`config.mk`:
```
export PLATFORM = sky130hd
export DESIGN_NAME = mult_arbiter_flat
export DESIGN_NICKNAME = d
export VERILOG_FILES = /design/src/rtl/mult_arbiter_if.sv /design/src/rtl/mult_arbiter.sv /design/src/flat_wrapper.sv
export SDC_FILE = /design/constraint.sdc
export NUM_CORES = 1
export LEC_CHECK = 0
export CAP_MARGIN = 40
export CORE_AREA = 2 2 80 74
export CTS_CLUSTER_DIAMETER = 100
export DETAILED_ROUTE_END_ITERATION = 10
export DIE_AREA = 0 0 82 76
export MAX_ROUTING_LAYER = met4
export PLACE_DENSITY_LB_ADDON = 0.25
export SLEW_MARGIN = 20
export SYNTH_ARGS = -nofsm -noshare
export SYNTH_HDL_FRONTEND = slang
export SYNTH_SLANG_ARGS = --single-unit
```
`constraint.sdc`:
```
create_clock -name clk -period 2.8 [get_ports clk]
set_clock_uncertainty 0.1 [all_clocks]
set_input_delay 0.7 -clock clk [delete_from_list [all_inputs] [get_ports clk]]
set_output_delay 0.7 -clock clk [all_outputs]
set_load 0.1 [all_outputs]
```
`src/rtl/mult_arbiter_if.sv`:
```
// Bundle between mult_arbiter, its two requesters, its response consumer and the shared multiplier.
// The master modport is the environment side; the slave modport is the arbiter.
interface mult_arbiter_if #(
    parameter int A_WIDTH = 8,
    parameter int B_WIDTH = 8,
    parameter int P_WIDTH = A_WIDTH + B_WIDTH
);
    logic               req0_valid;
    logic               req0_ready;
    logic [A_WIDTH-1:0] req0_a;
    logic [B_WIDTH-1:0] req0_b;
    logic               req0_tc;

    logic               req1_valid;
    logic               req1_ready;
    logic [A_WIDTH-1:0] req1_a;
    logic [B_WIDTH-1:0] req1_b;
    logic               req1_tc;

    logic [A_WIDTH-1:0] mult_a;
    logic [B_WIDTH-1:0] mult_b;
    logic               mult_tc;
    logic [P_WIDTH-1:0] mult_product;

    logic               rsp_valid;
    logic               rsp_ready;
    logic               rsp_id;
    logic [P_WIDTH-1:0] rsp_product;

    logic               busy;
    logic [15:0]        done_cnt;

    modport master (
        output req0_valid, req0_a, req0_b, req0_tc,
        output req1_valid, req1_a, req1_b, req1_tc,
        output mult_product, rsp_ready,
        input  req0_ready, req1_ready,
        input  mult_a, mult_b, mult_tc,
        input  rsp_valid, rsp_id, rsp_product,
        input  busy, done_cnt
    );

    modport slave (
        input  req0_valid, req0_a, req0_b, req0_tc,
        input  req1_valid, req1_a, req1_b, req1_tc,
        input  mult_product, rsp_ready,
        output req0_ready, req1_ready,
        output mult_a, mult_b, mult_tc,
        output rsp_valid, rsp_id, rsp_product,
        output busy, done_cnt
    );
endinterface

```
`src/rtl/mult_arbiter.sv`:
```
// Round-robin arbiter sharing one external multiplier between two requesters; response 2 cycles after accept
// (3 with MULT_ARB_PIPE_EN), held until rsp_ready; requests are only accepted in IDLE, so a stalled response blocks both requesters.
module mult_arbiter #(
    parameter int A_WIDTH = 8,
    parameter int B_WIDTH = 8,
    parameter int P_WIDTH = A_WIDTH + B_WIDTH
) (
    input logic           clk,
    input logic           rst_n,
    mult_arbiter_if.slave bus
);

`ifdef MULT_ARB_PIPE_EN
    typedef enum logic [1:0] {
        ST_IDLE = 2'd0,
        ST_MUL  = 2'd1,
        ST_WAIT = 2'd2,
        ST_RESP = 2'd3
    } state_e;
`else
    typedef enum logic [1:0] {
        ST_IDLE = 2'd0,
        ST_MUL  = 2'd1,
        ST_RESP = 2'd2
    } state_e;
`endif

    state_e             state_q, state_d;
    logic               arm_q;
    logic               last_grant_q, last_grant_d;
    logic [A_WIDTH-1:0] a_q, a_d;
    logic [B_WIDTH-1:0] b_q, b_d;
    logic               tc_q, tc_d;
    logic               rsp_id_q, rsp_id_d;
    logic [P_WIDTH-1:0] rsp_product_q, rsp_product_d;
    logic [15:0]        done_cnt_q, done_cnt_d;
`ifdef MULT_ARB_PIPE_EN
    logic [P_WIDTH-1:0] pipe_q, pipe_d;
`endif

    logic accept;
    logic gnt_id;

    // arm_q drops asynchronously with rst_n, which keeps both readies low during reset
    always_ff @(posedge clk or negedge rst_n) begin
        if (!rst_n) begin
            state_q       <= ST_IDLE;
            arm_q         <= 1'b0;
            last_grant_q  <= 1'b1;
            a_q           <= '0;
            b_q           <= '0;
            tc_q          <= 1'b0;
            rsp_id_q      <= 1'b0;
            rsp_product_q <= '0;
            done_cnt_q    <= '0;
`ifdef MULT_ARB_PIPE_EN
            pipe_q        <= '0;
`endif
        end else begin
            state_q       <= state_d;
            arm_q         <= 1'b1;
            last_grant_q  <= last_grant_d;
            a_q           <= a_d;
            b_q           <= b_d;
            tc_q          <= tc_d;
            rsp_id_q      <= rsp_id_d;
            rsp_product_q <= rsp_product_d;
            done_cnt_q    <= done_cnt_d;
`ifdef MULT_ARB_PIPE_EN
            pipe_q        <= pipe_d;
`endif
        end
    end

    always_comb begin
        state_d       = state_q;
        last_grant_d  = last_grant_q;
        a_d           = a_q;
        b_d           = b_q;
        tc_d          = tc_q;
        rsp_id_d      = rsp_id_q;
        rsp_product_d = rsp_product_q;
        done_cnt_d    = done_cnt_q;
`ifdef MULT_ARB_PIPE_EN
        pipe_d        = pipe_q;
`endif
        accept        = 1'b0;
        // On a tie the requester that did not win last time goes next
        gnt_id        = (bus.req0_valid && bus.req1_valid) ? ~last_grant_q : bus.req1_valid;

        case (state_q)
            ST_IDLE: begin
                if (arm_q && (bus.req0_valid || bus.req1_valid)) begin
                    accept       = 1'b1;
                    state_d      = ST_MUL;
                    last_grant_d = gnt_id;
                    rsp_id_d     = gnt_id;
                    a_d          = gnt_id ? bus.req1_a  : bus.req0_a;
                    b_d          = gnt_id ? bus.req1_b  : bus.req0_b;
                    tc_d         = gnt_id ? bus.req1_tc : bus.req0_tc;
                end
            end
            ST_MUL: begin
`ifdef MULT_ARB_PIPE_EN
                pipe_d        = bus.mult_product;
                state_d       = ST_WAIT;
`else
                rsp_product_d = bus.mult_product;
                state_d       = ST_RESP;
`endif
            end
`ifdef MULT_ARB_PIPE_EN
            ST_WAIT: begin
                rsp_product_d = pipe_q;
                state_d       = ST_RESP;
            end
`endif
            ST_RESP: begin
                if (bus.rsp_ready) begin
                    state_d    = ST_IDLE;
                    done_cnt_d = done_cnt_q + 16'd1;
                end
            end
            default: state_d = ST_IDLE;
        endcase
    end

    assign bus.req0_ready  = accept & ~gnt_id;
    assign bus.req1_ready  = accept &  gnt_id;

    // Operand registers only change on accept, so the multiplier inputs hold between operations
    assign bus.mult_a      = a_q;
    assign bus.mult_b      = b_q;
    assign bus.mult_tc     = tc_q;

    assign bus.rsp_valid   = (state_q == ST_RESP);
    assign bus.rsp_id      = rsp_id_q;
    assign bus.rsp_product = rsp_product_q;
    assign bus.busy        = (state_q != ST_IDLE);
    assign bus.done_cnt    = done_cnt_q;

endmodule

```
`src/flat_wrapper.sv`:
```
// flat-port wrapper written by rule: the top's interface ports become plain ports
module mult_arbiter_flat 
#(
    parameter int A_WIDTH = 8,
    parameter int B_WIDTH = 8,
    parameter int P_WIDTH = A_WIDTH + B_WIDTH
)
  (clk, rst_n, bus_req0_valid, bus_req0_a, bus_req0_b, bus_req0_tc, bus_req1_valid, bus_req1_a, bus_req1_b, bus_req1_tc, bus_mult_product, bus_rsp_ready, bus_req0_ready, bus_req1_ready, bus_mult_a, bus_mult_b, bus_mult_tc, bus_rsp_valid, bus_rsp_id, bus_rsp_product, bus_busy, bus_done_cnt);
  mult_arbiter_if #(.A_WIDTH(A_WIDTH), .B_WIDTH(B_WIDTH), .P_WIDTH(P_WIDTH)) bus_i ();
  input logic clk;
  input logic rst_n;
  input wire logic [$bits(bus_i.req0_valid)-1:0] bus_req0_valid;
  input wire logic [$bits(bus_i.req0_a)-1:0] bus_req0_a;
  input wire logic [$bits(bus_i.req0_b)-1:0] bus_req0_b;
  input wire logic [$bits(bus_i.req0_tc)-1:0] bus_req0_tc;
  input wire logic [$bits(bus_i.req1_valid)-1:0] bus_req1_valid;
  input wire logic [$bits(bus_i.req1_a)-1:0] bus_req1_a;
  input wire logic [$bits(bus_i.req1_b)-1:0] bus_req1_b;
  input wire logic [$bits(bus_i.req1_tc)-1:0] bus_req1_tc;
  input wire logic [$bits(bus_i.mult_product)-1:0] bus_mult_product;
  input wire logic [$bits(bus_i.rsp_ready)-1:0] bus_rsp_ready;
  output wire logic [$bits(bus_i.req0_ready)-1:0] bus_req0_ready;
  output wire logic [$bits(bus_i.req1_ready)-1:0] bus_req1_ready;
  output wire logic [$bits(bus_i.mult_a)-1:0] bus_mult_a;
  output wire logic [$bits(bus_i.mult_b)-1:0] bus_mult_b;
  output wire logic [$bits(bus_i.mult_tc)-1:0] bus_mult_tc;
  output wire logic [$bits(bus_i.rsp_valid)-1:0] bus_rsp_valid;
  output wire logic [$bits(bus_i.rsp_id)-1:0] bus_rsp_id;
  output wire logic [$bits(bus_i.rsp_product)-1:0] bus_rsp_product;
  output wire logic [$bits(bus_i.busy)-1:0] bus_busy;
  output wire logic [$bits(bus_i.done_cnt)-1:0] bus_done_cnt;
  assign bus_i.req0_valid = bus_req0_valid;
  assign bus_i.req0_a = bus_req0_a;
  assign bus_i.req0_b = bus_req0_b;
  assign bus_i.req0_tc = bus_req0_tc;
  assign bus_i.req1_valid = bus_req1_valid;
  assign bus_i.req1_a = bus_req1_a;
  assign bus_i.req1_b = bus_req1_b;
  assign bus_i.req1_tc = bus_req1_tc;
  assign bus_i.mult_product = bus_mult_product;
  assign bus_i.rsp_ready = bus_rsp_ready;
  assign bus_req0_ready = bus_i.req0_ready;
  assign bus_req1_ready = bus_i.req1_ready;
  assign bus_mult_a = bus_i.mult_a;
  assign bus_mult_b = bus_i.mult_b;
  assign bus_mult_tc = bus_i.mult_tc;
  assign bus_rsp_valid = bus_i.rsp_valid;
  assign bus_rsp_id = bus_i.rsp_id;
  assign bus_rsp_product = bus_i.rsp_product;
  assign bus_busy = bus_i.busy;
  assign bus_done_cnt = bus_i.done_cnt;
  mult_arbiter #(.A_WIDTH(A_WIDTH), .B_WIDTH(B_WIDTH), .P_WIDTH(P_WIDTH)) u_core (.clk(clk), .rst_n(rst_n), .bus(bus_i));
endmodule
```
Word level (Yosys, flattened, before mapping) --
Cells that the tools add are included. W data, S select, Z words.
Word-level totals: register bits after elaboration 54, input port bits 55, logic and storage cells 35
Operators by class: $add $sub $neg 1, equal/unequal tests 4, muxes and demuxes 9, bitwise logic cells 4, reductions and logical operators 8
Operators by type and width (count):
- $add A16 B1 Y16 const B | 1
- $mux W8 | 2
- $pmux W2 S3 | 1
- $reduce_and A2 Y1 | 3
- $mux W1 | 4
- $mux W2 | 2
- $and A1 B1 Y1 | 2
- $eq A2 B1 Y1 const B | 1
- $eq A2 B2 Y1 const B | 1
- $logic_and A1 B1 Y1 | 2
- $logic_not A2 Y1 | 1
- $ne A2 B1 Y1 const B | 1
- $ne A2 B2 Y1 const B | 1
- $not A1 Y1 | 2
- $reduce_bool A2 Y1 | 1
- $logic_or A1 B1 Y1 | 1

Longest topological paths before layout --
word-level depth 5, gate-level depth with buffers 6, depth with buffers taken out 4

Worst setup path after synthesis --
No wires, ideal clock.
path kind input port to output port, start input port bus_req1_valid, end output port bus_req0_ready, arrival time 2618 ps, setup slack -618 ps, stages on the path 4, cell sequence o211ai_1 -> buf_2 -> buf_2 -> a21oi_1
Between the ends: word-level cells in the longest chain between the ends 5
Ends and longest elaborated chain:
- start: declaration | RTL line flat_wrapper.sv:16 | input wire logic [$bits(bus_i.req1_valid)-1:0] bus_req1_valid;
- $logic_or A1 B1 Y1 | RTL line mult_arbiter.sv:93 | if (arm_q && (bus.req0_valid || bus.req1_valid)) begin
- $logic_and A1 B1 Y1 | RTL line mult_arbiter.sv:93
- $mux W1 | RTL line mult_arbiter.sv:93
- $mux W1 | RTL line mult_arbiter.sv:91 | case (state_q)
- $and A1 B1 Y1 (*) | RTL line mult_arbiter.sv:128 | assign bus.req0_ready = accept & ~gnt_id;
- end: declaration | RTL line flat_wrapper.sv:22 | output wire logic [$bits(bus_i.req0_ready)-1:0] bus_req0_ready;
Every way passes the cells marked *; elsewhere a longest branch is shown, timed or not.

Worst setup path in the final report --
Ends and elaborated chain as after synthesis.

==> run metrics <==
post-synth top area share=57.8%; CTS Buf Count=5; crit end category=output port; cts hold-fix bufs=0; Synth Flop Type=dfrtp_1; Post-CTS Setup Repair Bufs=0; DR WL/cell=13.6 um; Post-Synthesis Cells=185; Reg-to-Reg End=u_core.bus.rsp_product[5]; library cells used by synthesis=32; average size of a mapped cell=12.4 sq um; antenna cells=0; Die Ht=about 76 um; Final GP Congestion=0.731; DR vias/cell=approximately 4.8; DRT iter0 DRCs=60; Seq/Total Area, Yosys=59.0%; async set-reset flop share out of synthesis=100%; clk slew on worst S/H paths=90 ps; Setup WS pre-CTS=165 ps; worst r2r src=u_core.state_q[1]; fmax=381 MHz; Setup-failing EPs final=0; H-tree depth=2; Core Region=5470 sq um; most common library cells after synthesis=dfrtp_1 (53), nand2_1 (21), o21ai_0 (18); Synth Warn #=0; CTS root buffer=clkbuf_8; RSZ-0062 raised after global routing=no; count leader, synth=dfrtp_1; CP Max Fanout=3; Max Slew Vio Count=0; number of synthesized flops with an enable pin=0; wirelength, routed=roughly 5.0 mm; Ports=109; Row Count=26; Port Buffers=108; die span in x=between 80 and 90 um; WS Path Type=primary input to output port; Worst Path Arrival=roughly 1800 ps; layout cells sized above 1=31.1%; post_cts resized=0; Slew @ Worst Pin=~780 ps; global-route wire length before repair=8.27 mm; FF+latch area=1350 sq um; CTS Sinks=54; Layout area overhead=50.1%; die footprint=6230 sq um; clk buf depth=2; Synthesized Nets=241; final net count=~350; setup TNS=0 ps; multi-input logic area=890 sq um; post-route setup slack=176 ps; main area contributors after synthesis=dfrtp_1 (58%), mux2_2 (8.3%), mux2i_1 (7.4%); Synth area leader=dfrtp_1; CTS tree=yes; Vias=1754; FF-to-FF path depth=2; flops & latches, synth=54; HP Class=primary input to async pin; GRT overflow=0; post-route clock period utilization=~94%; Req. time, crit path=around 2000 ps; fill cell count=470; Worst-Skew Late Latency=290 ps; number of global-route vias before repair=1848; Worst setup SP type=primary input; status=completed; final hold violations=0; R2R setup slack=between 1000 and 1500 ps; Post-DRT Antenna Nets=0; fin crit period=2620 ps; initial antenna violation count=0; Slew Limit Headroom=about half; largest net degree at the start of global routing=38; Initial Utilization=42.0%; DRT Pass-1 Iters=4; mapped cell area=~2300 sq um; Residual DRC=0; hpwl dp=3.87 mm; All-Layer GR Usage=17.5%; number of max-cap violations=0
## worst max-delay path by stage
stage | depth (start not counted) | from | to | slack [ps]
2_1_floorplan | 4 | bus_req0_valid | bus_req1_ready | 3
3_3_place_gp | 4 | bus_req1_valid | bus_req1_ready | 210
3_5_place_dp | 4 | bus_req1_valid | bus_req0_ready | 160
4_1_cts | 4 | bus_req1_valid | bus_req0_ready | 170
5_1_grt | 4 | bus_req1_valid | bus_req0_ready | 140
6_report | 4 | bus_req1_valid | bus_req0_ready | 180
## through the flow
step	instance area (sq um)	std cells	util, %	hold slack (ps)
after detailed placement	3350	361	61.3	365
after global routing	3440	369	63.0	364
after floorplan	2300	185	-	304
after CTS	3440	369	63.0	332
after global placement	3350	361	61.3	363
final	3440	369	63.0	311
## sequential cells by signal, summed over array words and instances, names as in the netlist
signal / cells
u_core.bus.mult_b: 8
u_core.bus.rsp_id: 1
u_core.bus.mult_a: 8
u_core.bus.done_cnt: 16
u_core.arm_q: 1
u_core.bus.rsp_product: 16
u_core.bus.mult_tc: 1
u_core.state_q: 2
u_core.last_grant_q: 1
## placed cells by master (no fill, tap or decap), types with 2 or more instances in the layout
| cell | n |
|---|---|
| and2_1 | 2 |
| nand4_1 | 2 |
| nand2_1 | 21 |
| buf_4 | 57 |
| inv_1 | 5 |
| xor2_1 | 4 |
| a21o_1 | 2 |
| nand3_1 | 5 |
| o21ai_0 | 18 |
| nor2_1 | 3 |
| clkbuf_8 | 6 |
| clkdlybuf4s50_1 | 53 |
| xnor2_1 | 11 |
| mux2i_1 | 17 |
| buf_12 | 2 |
| and3_1 | 2 |
| mux2_2 | 17 |
| dfrtp_1 | 53 |
## cells by family (layout without fill, tap and decap cells)
| group | Yosys count | in the layout | share of synthesized area [%] |
|---|---|---|---|
| other | 1 | 1 | 0.164 |
| adder cells (fa/ha/maj) | 1 | 1 | 0.545 |
| buffers and inverters | 12 | 126 | 2.51 |
| AO/OA/AOI/OAI | 22 | 22 | 5.13 |
| multiplexers | 34 | 34 | 15.8 |
| flip-flops | 54 | 54 | 59.0 |
| AND/OR/NAND/NOR | 46 | 46 | 11.2 |
| XOR/XNOR | 15 | 15 | 5.73 |
## worst max-delay path, cell delays in order
cell	delay (ps)
clkdlybuf4s50_1	520
o211ai_1	190
a21oi_2	210
buf_12	200
## per-layer routing
layer	part of all wire (%)	global-route usage, %
met1	41	20.3
met2	52	29.5
met3	5.4	3.91
met4	1.5	6.00
met5	0	-
## layout make-up
class / instances / area share, %
clock inverters: 1 / 0.145
repair buffers: 113 / 29.1
inverters: 5 / 0.545
flip-flops and latches: 54 / 39.3
clock buffers: 7 / 2.51
well taps: 70 / 2.54
multi-input cells: 119 / 25.8
Power is not shown: default switching activity piles up to over one toggle a cycle in this logic, so the estimate is an artifact.
